### config.mk
export PLATFORM = sky130hd
export DESIGN_NAME = char_update_scheduler_flat
export DESIGN_NICKNAME = d
export VERILOG_FILES = /design/src/rtl/char_update_scheduler_if.sv /design/src/rtl/char_update_scheduler.sv /design/src/flat_wrapper.sv
export SDC_FILE = /design/constraint.sdc
export NUM_CORES = 1
export LEC_CHECK = 0
export CORE_MARGIN = 2
export CORE_UTILIZATION = 25
export CTS_BUF_LIST = sky130_fd_sc_hd__clkbuf_16
export CTS_CLUSTER_DIAMETER = 40
export DETAILED_ROUTE_END_ITERATION = 8
export PLACE_DENSITY = 0.38
export SYNTH_ARGS = -nofsm -noshare
export SYNTH_HDL_FRONTEND = slang
export SYNTH_SLANG_ARGS = --single-unit
### constraint.sdc
create_clock -name clk -period 2.9 [get_ports clk]
set_clock_uncertainty 0.1 [all_clocks]
set_input_delay 0.58 -clock clk [delete_from_list [all_inputs] [get_ports clk]]
set_output_delay 0.58 -clock clk [all_outputs]
set_load 0.02 [all_outputs]
### src/rtl/char_update_scheduler_if.sv
// ---------------------------------------------------------------------------
// char_update_scheduler_if
//   Groups the request, commit and status signals of char_update_scheduler.
//
//   master : the side that requests writes/clears and observes commits
//            (video timing + CPU side, or a testbench)
//   slave  : the scheduler itself
//
//   video_on     high while the visible area is being scanned
//   wr_req       one-cycle write request (wr_slot, wr_code)
//   wr_ready     FIFO can accept a write this cycle
//   clr_req      one-cycle pulse requesting a clear of all slots
//   commit_en    register-file write strobe (commit_slot, commit_code)
//   busy         clear pending or FIFO non-empty
//   overflow     sticky: a write was dropped
// ---------------------------------------------------------------------------
interface char_update_scheduler_if #(
    parameter int SLOT_W = 2,
    parameter int CODE_W = 7
);
    logic              video_on;
    logic              wr_req;
    logic [SLOT_W-1:0] wr_slot;
    logic [CODE_W-1:0] wr_code;
    logic              wr_ready;
    logic              clr_req;
    logic              commit_en;
    logic [SLOT_W-1:0] commit_slot;
    logic [CODE_W-1:0] commit_code;
    logic              busy;
    logic              overflow;

    modport master (
        output video_on, wr_req, wr_slot, wr_code, clr_req,
        input  wr_ready, commit_en, commit_slot, commit_code, busy, overflow
    );

    modport slave (
        input  video_on, wr_req, wr_slot, wr_code, clr_req,
        output wr_ready, commit_en, commit_slot, commit_code, busy, overflow
    );
endinterface

### src/rtl/char_update_scheduler.sv
// ---------------------------------------------------------------------------
// char_update_scheduler
//   Queues (slot, code) writes to the character-address register file and
//   commits them only during blanking, after a guard interval, so glyphs
//   never change mid-line. Also sequences a "clear all slots" operation,
//   which always completes before any queued write is drained.
//
//   clk    system clock, all state on rising edge
//   reset  asynchronous, active-high reset
//   bus    char_update_scheduler_if.slave (requests, commit strobe, status)
// ---------------------------------------------------------------------------
module char_update_scheduler #(
    parameter int              SLOTS      = 4,
    parameter int              SLOT_W     = 2,
    parameter int              CODE_W     = 7,
    parameter int              FIFO_DEPTH = 4,
    parameter int              GUARD      = 2,
    parameter logic [CODE_W-1:0] CLEAR_CODE = '0
) (
    input  logic                     clk,
    input  logic                     reset,
    char_update_scheduler_if.slave   bus
);

    localparam int PTR_W = $clog2(FIFO_DEPTH);
    localparam int CNT_W = (GUARD > 1) ? $clog2(GUARD) : 1;
    localparam logic [CNT_W-1:0]  GUARD_LAST = CNT_W'(GUARD - 1);
    localparam logic [SLOT_W-1:0] SLOT_LAST  = SLOT_W'(SLOTS - 1);
    localparam logic [PTR_W:0]    FIFO_FULL  = (PTR_W + 1)'(FIFO_DEPTH);

    typedef enum logic [1:0] {
        S_ACTIVE,
        S_GUARD,
        S_DRAIN,
        S_CLEAR
    } state_t;

    state_t                      r_state;
    state_t                      w_next_state;
    logic [CNT_W-1:0]            r_guard_cnt;
    logic [CNT_W-1:0]            w_guard_cnt_next;
    logic [CNT_W-1:0]            w_guard_cnt_inc;
    logic                        r_clear_pending;
    logic [SLOT_W-1:0]           r_clear_idx;
    logic                        r_overflow;

    logic [SLOT_W+CODE_W-1:0]    r_mem [FIFO_DEPTH];
    logic [PTR_W-1:0]            r_wr_ptr;
    logic [PTR_W-1:0]            r_rd_ptr;
    logic [PTR_W:0]              r_count;

    logic                        w_full;
    logic                        w_empty;
    logic                        w_push;
    logic                        w_pop;
    logic                        w_clear_step;
    logic                        w_clear_done;
    logic                        w_commit_en;
    logic [SLOT_W-1:0]           w_commit_slot;
    logic [CODE_W-1:0]           w_commit_code;

    assign w_full          = (r_count == FIFO_FULL);
    assign w_empty         = (r_count == '0);
    // A pop in this cycle never frees room for a push: full is registered.
    assign w_push          = bus.wr_req && !w_full;
    assign w_guard_cnt_inc = r_guard_cnt + CNT_W'(1);

    // ------------------------------------------------------------------
    // Next-state and Mealy commit outputs
    // ------------------------------------------------------------------
    always_comb begin
        // NOTE: every signal gets a default first so no path leaves one
        // unassigned, which would infer a latch.
        w_next_state     = r_state;
        w_guard_cnt_next = r_guard_cnt;
        w_commit_en      = 1'b0;
        w_commit_slot    = '0;
        w_commit_code    = '0;
        w_pop            = 1'b0;
        w_clear_step     = 1'b0;
        w_clear_done     = 1'b0;

        unique case (r_state)
            S_ACTIVE: begin
                if (!bus.video_on) begin
                    w_guard_cnt_next = '0;
                    // With a one-cycle guard the first blanking cycle is the
                    // whole guard, so commits may start on the next one.
                    w_next_state = (GUARD == 1) ? S_DRAIN : S_GUARD;
                end
            end

            S_GUARD: begin
                if (bus.video_on) begin
                    w_next_state = S_ACTIVE;
                end else begin
                    w_guard_cnt_next = w_guard_cnt_inc;
                    if (w_guard_cnt_inc == GUARD_LAST) begin
                        w_next_state = S_DRAIN;
                    end
                end
            end

            S_DRAIN: begin
                if (bus.video_on) begin
                    w_next_state = S_ACTIVE;
                end else if (r_clear_pending) begin
                    w_next_state = S_CLEAR;
                end else if (!w_empty) begin
                    w_commit_en = 1'b1;
                    {w_commit_slot, w_commit_code} = r_mem[r_rd_ptr];
                    w_pop = 1'b1;
                end
            end

            S_CLEAR: begin
                // Leaving on video_on keeps r_clear_idx so the clear resumes.
                if (bus.video_on) begin
                    w_next_state = S_ACTIVE;
                end else begin
                    w_commit_en   = 1'b1;
                    w_commit_slot = r_clear_idx;
                    w_commit_code = CLEAR_CODE;
                    w_clear_step  = 1'b1;
                    if (r_clear_idx == SLOT_LAST) begin
                        w_clear_done = 1'b1;
                        w_next_state = S_DRAIN;
                    end
                end
            end

            default: w_next_state = S_ACTIVE;
        endcase
    end

    // ------------------------------------------------------------------
    // Control state
    // ------------------------------------------------------------------
    // NOTE: sequential state uses non-blocking assignments so every register
    // samples the pre-edge values, independent of statement order.
    always_ff @(posedge clk or posedge reset) begin
        if (reset) begin
            r_state         <= S_ACTIVE;
            r_guard_cnt     <= '0;
            r_clear_pending <= 1'b0;
            r_clear_idx     <= '0;
            r_overflow      <= 1'b0;
            r_wr_ptr        <= '0;
            r_rd_ptr        <= '0;
            r_count         <= '0;
        end else begin
            r_state     <= w_next_state;
            r_guard_cnt <= w_guard_cnt_next;

            // Completion wins over a same-cycle clr_req: a request arriving
            // while a clear is still pending is a repeat and is ignored.
            if (w_clear_done) begin
                r_clear_pending <= 1'b0;
            end else if (bus.clr_req) begin
                r_clear_pending <= 1'b1;
            end

            if (w_clear_done) begin
                r_clear_idx <= '0;
            end else if (w_clear_step) begin
                r_clear_idx <= r_clear_idx + SLOT_W'(1);
            end

            if (bus.wr_req && w_full) begin
                r_overflow <= 1'b1;
            end

            if (w_push) begin
                r_wr_ptr <= r_wr_ptr + PTR_W'(1);
            end
            if (w_pop) begin
                r_rd_ptr <= r_rd_ptr + PTR_W'(1);
            end

            unique case ({w_push, w_pop})
                2'b10:   r_count <= r_count + (PTR_W + 1)'(1);
                2'b01:   r_count <= r_count - (PTR_W + 1)'(1);
                default: r_count <= r_count;
            endcase
        end
    end

    // NOTE: FIFO storage is not reset; occupancy alone decides which entries
    // are valid, so clearing the array would only add reset fan-out.
    always_ff @(posedge clk) begin
        if (w_push) begin
            r_mem[r_wr_ptr] <= {bus.wr_slot, bus.wr_code};
        end
    end

    assign bus.wr_ready    = !w_full;
    assign bus.commit_en   = w_commit_en;
    assign bus.commit_slot = w_commit_slot;
    assign bus.commit_code = w_commit_code;
    assign bus.busy        = r_clear_pending | !w_empty;
    assign bus.overflow    = r_overflow;

endmodule

### src/flat_wrapper.sv
// flat-port wrapper written by rule: the top's interface ports become plain ports
module char_update_scheduler_flat 
#(
    parameter int              SLOTS      = 4,
    parameter int              SLOT_W     = 2,
    parameter int              CODE_W     = 7,
    parameter int              FIFO_DEPTH = 4,
    parameter int              GUARD      = 2,
    parameter logic [CODE_W-1:0] CLEAR_CODE = '0
)
  (clk, reset, bus_video_on, bus_wr_req, bus_wr_slot, bus_wr_code, bus_clr_req, bus_wr_ready, bus_commit_en, bus_commit_slot, bus_commit_code, bus_busy, bus_overflow);
  char_update_scheduler_if #(.SLOT_W(SLOT_W), .CODE_W(CODE_W)) bus_i ();
  input  logic clk;
  input  logic reset;
  input wire logic [$bits(bus_i.video_on)-1:0] bus_video_on;
  input wire logic [$bits(bus_i.wr_req)-1:0] bus_wr_req;
  input wire logic [$bits(bus_i.wr_slot)-1:0] bus_wr_slot;
  input wire logic [$bits(bus_i.wr_code)-1:0] bus_wr_code;
  input wire logic [$bits(bus_i.clr_req)-1:0] bus_clr_req;
  output wire logic [$bits(bus_i.wr_ready)-1:0] bus_wr_ready;
  output wire logic [$bits(bus_i.commit_en)-1:0] bus_commit_en;
  output wire logic [$bits(bus_i.commit_slot)-1:0] bus_commit_slot;
  output wire logic [$bits(bus_i.commit_code)-1:0] bus_commit_code;
  output wire logic [$bits(bus_i.busy)-1:0] bus_busy;
  output wire logic [$bits(bus_i.overflow)-1:0] bus_overflow;
  assign bus_i.video_on = bus_video_on;
  assign bus_i.wr_req = bus_wr_req;
  assign bus_i.wr_slot = bus_wr_slot;
  assign bus_i.wr_code = bus_wr_code;
  assign bus_i.clr_req = bus_clr_req;
  assign bus_wr_ready = bus_i.wr_ready;
  assign bus_commit_en = bus_i.commit_en;
  assign bus_commit_slot = bus_i.commit_slot;
  assign bus_commit_code = bus_i.commit_code;
  assign bus_busy = bus_i.busy;
  assign bus_overflow = bus_i.overflow;
  char_update_scheduler #(.SLOTS(SLOTS), .SLOT_W(SLOT_W), .CODE_W(CODE_W), .FIFO_DEPTH(FIFO_DEPTH), .GUARD(GUARD), .CLEAR_CODE(CLEAR_CODE)) u_core (.clk(clk), .reset(reset), .bus(bus_i));
endmodule
==> results.yml, run 1 <==
drt:
  first_iter_violations: 48
  postRouteAntennaNets: 0
  drt-pass1-iter-count: 4
  vias: 1149
  via_per_inst: 4.193
  post-route-drc-count: 0
  totalWireLength_um: 4136
  drt-wirelength-per-cell_um: 15.09
cells_and_area:
  drive_gt1_frac: 0.1953
  antenna_cells: 0
  final_nets: 189
  fin_area_sq_mm: 0.002741
  syn2layout_area_growth_pct: 28.43
  instances_no_fill: 274
worst_hold_path:
  hp-start: "u_core.bus.overflow"
  hp-class: "flop to flop"
  holdPathStages: 1
  min_to: "u_core.bus.overflow"
worst_setup_path:
  path_max_fanout: 8
  reg2reg_slack_ns: 0.51
  worstPathArrival_ns: 2.09
  end_kind: "output pin"
  regToRegEndpoint: "u_core.r_count[2]"
  crit_required_ns: 2.22
  cp-start-kind: "primary input"
  cp_top_family: "buffers and inverters"
  worstSetupPathType: "primary input to output pin"
  path_cells: "clkdlybuf4s50_1, nor4b_4, buf_6, and3_1, dlygate4sd2_1"
  r2r_cells: 10
  r2r-start: "u_core.r_state[0]"
  cp_num_buf_inv: 3
  crit_slowest_cell: "clkdlybuf4s50_1"
  cpPeakStageDelay_ns: 0.47
timing:
  slew_headroom: 0.6204
  hold-worst-slack_ns: 0.3589
  fmax_mhz: 360.8
  fin_crit_sh: 0.9558
  fin_crit_ns: 2.772
  final-setup-viol-count: 0
  tightest_slew_ns: 0.5687
  rsz0062_at_grt: "no"
  hold_viol: 0
  drv_slew: 0
outcome:
  status: "finished clean"
place:
  port_buffers: 26
  place.gp.congestion: 0.6635
  dpl.cell_count: 266
  hpwl_um: 2916
  dpl_cell_area_sq_mm: 0.002580
synth:
  ys_types: 34
  netlist_instances: 128
  yosys_warnings: 0
  synthesis.nets: 149
  synth_area_sq_mm: 0.002135
  ys_ff_latch: 50
  seq_area_frac_synth: 0.6706
  ys_top_cells_by_area: "edfxtp_1 51%, dfrtp_1 16%, mux4_2 8.4%, ha_1 3.5%, and3_1 2.1%"
  yosys.area.top_type: "edfxtp_1"
  avgSynthCellArea_sq_um: 16.68
  synth.top_cell.area_share: 0.5064
floorplan:
  dieWidth_um: 96.40
  dieHeight_um: 96.40
  rows: 33
  die_area_sq_mm: 0.009293
  initial_utilization: 0.2585
  core_area_sq_mm: 0.008258
  ios: 27
global_routing:
  globalRouteOverflowTotal: 0
  grt_pass1_wl_um: 6796
  grt_pass1_vias: 1279
  grt_max_degree: 17
  grt.total_usage: 0.1024
  antenna_found_initial: 0
clocking:
  cts.sinks: 50
  clock-root-buffer: "clkbuf_16"
  holdBufCountCts: 0
  post-cts-setup-buffer-count: 0
  clockBufferDepth: 2
  cts_max_level: 2
  clock_latency_ns: 0.28
  cts_tree: "done"
  cts.clk_slew.worst_paths_ns: 0.07
  cts_inserted_buffers: 5
power:
  peakVddDrop_mv: 0.4666
  p_leak_nw: 1.082
  powerDensity_mw_per_mm2: 773.0
flow_run:
  maxCapViolCount: 0
==> cells in the mapped netlist <==
| master | instances |
|---|---|
| a22o_1 | 2 |
| nor3b_2 | 1 |
| or3_1 | 1 |
| nor4b_4 | 1 |
| nand3b_1 | 1 |
| mux2_2 | 1 |
| inv_2 | 1 |
| a21o_1 | 2 |
| a221oi_1 | 1 |
| o21ai_0 | 2 |
| dfrtp_1 | 14 |
| mux4_1 | 1 |
| ha_1 | 6 |
| buf_6 | 1 |
| nor3_1 | 1 |
| and3_1 | 7 |
| mux4_2 | 8 |
| xor2_1 | 2 |
| nand2_2 | 1 |
| or2_2 | 1 |
| nor2_1 | 5 |
| xnor2_1 | 4 |
| mux2i_1 | 2 |
| nand2_1 | 3 |
| nor2b_2 | 1 |
| fa_1 | 1 |
| clkbuf_2 | 1 |
| and3b_1 | 1 |
| inv_1 | 10 |
| and2_1 | 4 |
| edfxtp_1 | 36 |
| nand3_1 | 2 |
| buf_2 | 1 |
| a21oi_1 | 2 |
==> cells in the final DEF (no fill, tap or decap), types with 5 or more instances in the layout <==
cell type        synthesis  final
mux4_2                   8      8
clkbuf_16                0      5
dfrtp_1                 14     14
buf_4                    0      9
inv_1                   10     10
nor2_1                   5      5
and3_1                   7      7
ha_1                     6      6
dlygate4sd2_1            0     10
clkdlybuf4s50_1          0     16
edfxtp_1                36     36
==> cell type report <==
class | count | area, sq um
fillers | 831 | 5517
repair buffers | 36 | 326.6
well taps | 105 | 131.4
inverters | 11 | 41.29
clock buffers | 5 | 125.1
flip-flops and latches | 50 | 1431
clock inverters | 3 | 45.04
multi-input cells | 64 | 640.6
==> state kept, by name, indices dropped and copies added, names as in the netlist <==
name and flops:
u_core.r_mem 36, u_core.r_count 3, u_core.r_clear_idx 2, u_core.r_rd_ptr 2
u_core.r_state 2, u_core.r_wr_ptr 2, u_core.bus.overflow 1, u_core.r_clear_pending 1
u_core.r_guard_cnt 1
==> per-stage QoR <==
stage                     utilization  setup slack, ns  power, mW  setup TNS, ns
after CTS                      0.3320           0.1285      2.161              0
final                          0.3320           0.1283      2.119              0
after detailed placement       0.3124          -0.1705      1.500         -1.320
after floorplan                     -           0.5468      1.321              0
after global placement         0.3124          -0.1301      1.477         -1.030
after global routing           0.3320          0.03280      2.252              0
==> kinds of logic (layout without fill, tap and decap cells) <==
logic type / count (synthesis) / after routing / synth area share
AOI/OAI and AO/OA: 9 / 9 / 0.02872
DFF: 50 / 50 / 0.6706
adders and majority gates: 7 / 7 / 0.04455
buffers and inverters: 14 / 55 / 0.02930
xor gates and xnor gates: 6 / 6 / 0.02462
muxes: 12 / 12 / 0.1114
and+or+nand+nor: 30 / 30 / 0.09086
==> worst max path at each step <==
stage            startpoint                  to  slack (ns)  cells after the start
5_1_grt        bus_video_on   u_core.r_count[2]        0.03                     11
2_1_floorplan  bus_video_on   u_core.r_count[2]        0.55                      9
4_1_cts        bus_video_on  bus_commit_code[0]        0.13                      5
3_3_place_gp   bus_video_on  bus_commit_code[1]       -0.13                      5
3_5_place_dp   bus_video_on  bus_commit_code[0]       -0.17                      5
6_report       bus_video_on  bus_commit_code[0]        0.13                      5
==> layer usage <==
metal	vias to the layer above	GRT usage	wire, um
li1	554	-	-
met1	577	0.1321	1909
met2	16	0.1696	2054
met3	2	0.02638	134
met4	0	0.03169	38
met5	-	0	0
==> power breakdown <==
part           switching, mW  internal (mW)  total [mW]
Clock                  0.249          0.406       0.655
Combinational          0.237          0.194       0.431
Sequential            0.0826          0.950        1.03
==> repair_timing <==
item | 4_1_cts | 5_1_grt
endpoints found under the hold margin | 0 | 0
endpoints found under the setup margin | 9 | 0
gates resized for setup | 11 | 0
(Power assumes the default switching activity.)
==> run 2: changes to the inputs <==
--- a/config.mk
+++ b/config.mk
@@ -14,3 +14,4 @@
 export SYNTH_ARGS = -nofsm -noshare
 export SYNTH_HDL_FRONTEND = slang
 export SYNTH_SLANG_ARGS = --single-unit
+export TNS_END_PERCENT = 5
==> results.yml, run 2 (synthesis gave the netlist of run 1 again) <==
outcome:
  status: "finished clean"
worst_setup_path:
  path_cells: "clkdlybuf4s50_1, nor4b_4, buf_6, and3_1, dlygate4sd2_1"
  cpPeakStageDelay_ns: 0.47
  path_max_fanout: 8
  reg2reg_slack_ns: 0.51
  regToRegEndpoint: "u_core.r_count[2]"
  r2r-start: "u_core.r_state[0]"
  cp_num_buf_inv: 3
  crit_slowest_cell: "clkdlybuf4s50_1"
  worstPathArrival_ns: 2.09
  cp-start-kind: "primary input"
  end_kind: "output pin"
  r2r_cells: 10
  worstSetupPathType: "primary input to output pin"
  cp_top_family: "buffers and inverters"
  crit_required_ns: 2.22
cells_and_area:
  drive_gt1_frac: 0.1953
  syn2layout_area_growth_pct: 28.60
  largest_reg_flops: 36
  reg.largest.list: "u_core.r_mem (36), u_core.r_count (3)"
  final_nets: 189
  layout_commonest_cell: "edfxtp_1"
  fin_area_sq_mm: 0.002745
  regMostFlops: "u_core.r_mem"
  antenna_cells: 0
  layout_common_cells: "36 x edfxtp_1, 16 x clkdlybuf4s50_1, 14 x dfrtp_1"
global_routing:
  grt_pass1_wl_um: 6796
  grt.total_usage: 0.1024
  grt.busiest_layer: "met2"
  grt_max_degree: 17
  globalRouteMet2Util: 0.1696
  use_met1: 0.1321
  globalRouteOverflowTotal: 0
  antenna_found_initial: 0
  grt_use_met3: 0.02638
  grt_pass1_vias: 1279
power:
  p_sw_uw: 568.5
  powerDensity_mw_per_mm2: 772.1
  p_leak_nw: 1.095
  peakVddDrop_mv: 0.4666
  seq_power_share: 0.487
  p_sw_frac: 0.2682
  fin_total_pwr_mw: 2.119
  p_int_mw: 1.551
  combPwrFrac: 0.204
  clkPwrFrac: 0.309
drt:
  drt-pass1-iter-count: 4
  via_per_inst: 4.193
  first_iter_violations: 48
  vias: 1149
  postRouteAntennaNets: 0
  post-route-drc-count: 0
  totalWireLength_um: 4136
  drt-wirelength-per-cell_um: 15.09
clocking:
  cts_inserted_buffers: 5
  clockBufferDepth: 2
  cts.clk_slew.worst_paths_ns: 0.07
  post-cts-setup-buffer-count: 0
  cts_tree: "done"
  clock-root-buffer: "clkbuf_16"
  cts.sinks: 50
  cts_max_level: 2
  clock_latency_ns: 0.28
  holdBufCountCts: 0
floorplan:
  rows: 33
  core_area_sq_mm: 0.008258
  dieHeight_um: 96.40
  dieWidth_um: 96.40
  die_area_sq_mm: 0.009293
  ios: 27
  initial_utilization: 0.2585
timing:
  fin_crit_sh: 0.9558
  final-setup-viol-count: 0
  hold_viol: 0
  fmax_mhz: 360.8
  drv_slew: 0
  rsz0062_at_grt: "no"
  slew_headroom: 0.6204
  fin_crit_ns: 2.772
  tightest_slew_ns: 0.5687
  fin_setup_tns_ns: 0
  hold-worst-slack_ns: 0.3589
place:
  dpl_cell_area_sq_mm: 0.002580
  place.gp.congestion: 0.6635
  hpwl_um: 2916
  port_buffers: 26
worst_hold_path:
  min_to: "u_core.bus.overflow"
  hp-class: "flop to flop"
  hp-start: "u_core.bus.overflow"
  holdPathStages: 1
flow_run:
  maxCapViolCount: 0
[run 2: cell count changes in the layout (fill, tap and decap cells not counted)]
cell / previous run / this run
dlygate4sd2_1: 10 / 9
dlymetal6s2s_1: 0 / 1
[run 2: what timing repair did]
action                                  in CTS  in global routing
gates resized for setup                     10                  1
endpoints found under the setup margin       9                  1
cloned                                       0                  0
[run 2: area by class of cell]
| class | instances | area, sq um |
|---|---|---|
| Tap cell | 105 | 131.4 |
| Inverter | 11 | 41.29 |
| Sequential cell | 50 | 1431 |
| Fill cell | 829 | 5513 |
| Multi-Input combinational cell | 64 | 640.6 |
| Clock inverter | 3 | 45.04 |
| Clock buffer | 5 | 125.1 |
| Timing Repair Buffer | 36 | 330.3 |
[run 2: metrics by stage]
stage / utilization / setup WS, ns / cells
2_1_floorplan: - / 0.5468 / 128
3_3_place_gp: 0.3124 / -0.1301 / 266
3_5_place_dp: 0.3124 / -0.1705 / 266
4_1_cts: 0.3321 / -0.0009694 / 274
5_1_grt: 0.3324 / 0.03280 / 274
6_report: 0.3324 / 0.1283 / 274
[run 2: power by group through the flow]
stage               registers (mW)  logic (mW)  clock network [mW]
CTS                           1.04       0.450               0.677
floorplan                     1.03       0.286                   0
global placement              1.04       0.437                   0
global route                  1.05       0.494               0.707
finish                        1.03       0.431               0.655
detailed placement            1.05       0.449                   0
[run 2: worst max-delay path by stage]
| stage | startpoint | to | slack [ns] | cells past startpoint |
|---|---|---|---|---|
| 2_1_floorplan | bus_video_on | u_core.r_count[2] | 0.55 | 9 |
| 3_3_place_gp | bus_video_on | bus_commit_code[1] | -0.13 | 5 |
| 3_5_place_dp | bus_video_on | bus_commit_code[0] | -0.17 | 5 |
| 4_1_cts | bus_video_on | bus_commit_en | -0.001 | 5 |
| 5_1_grt | bus_video_on | u_core.r_count[2] | 0.03 | 11 |
| 6_report | bus_video_on | bus_commit_code[0] | 0.13 | 5 |
[run 2: metal layers]
layer  vias to the layer above  wire (um)
met1                       577       1908
li1                        554          -
met2                        16       2055
met3                         2        134
met4                         0         38
met5                         -          0
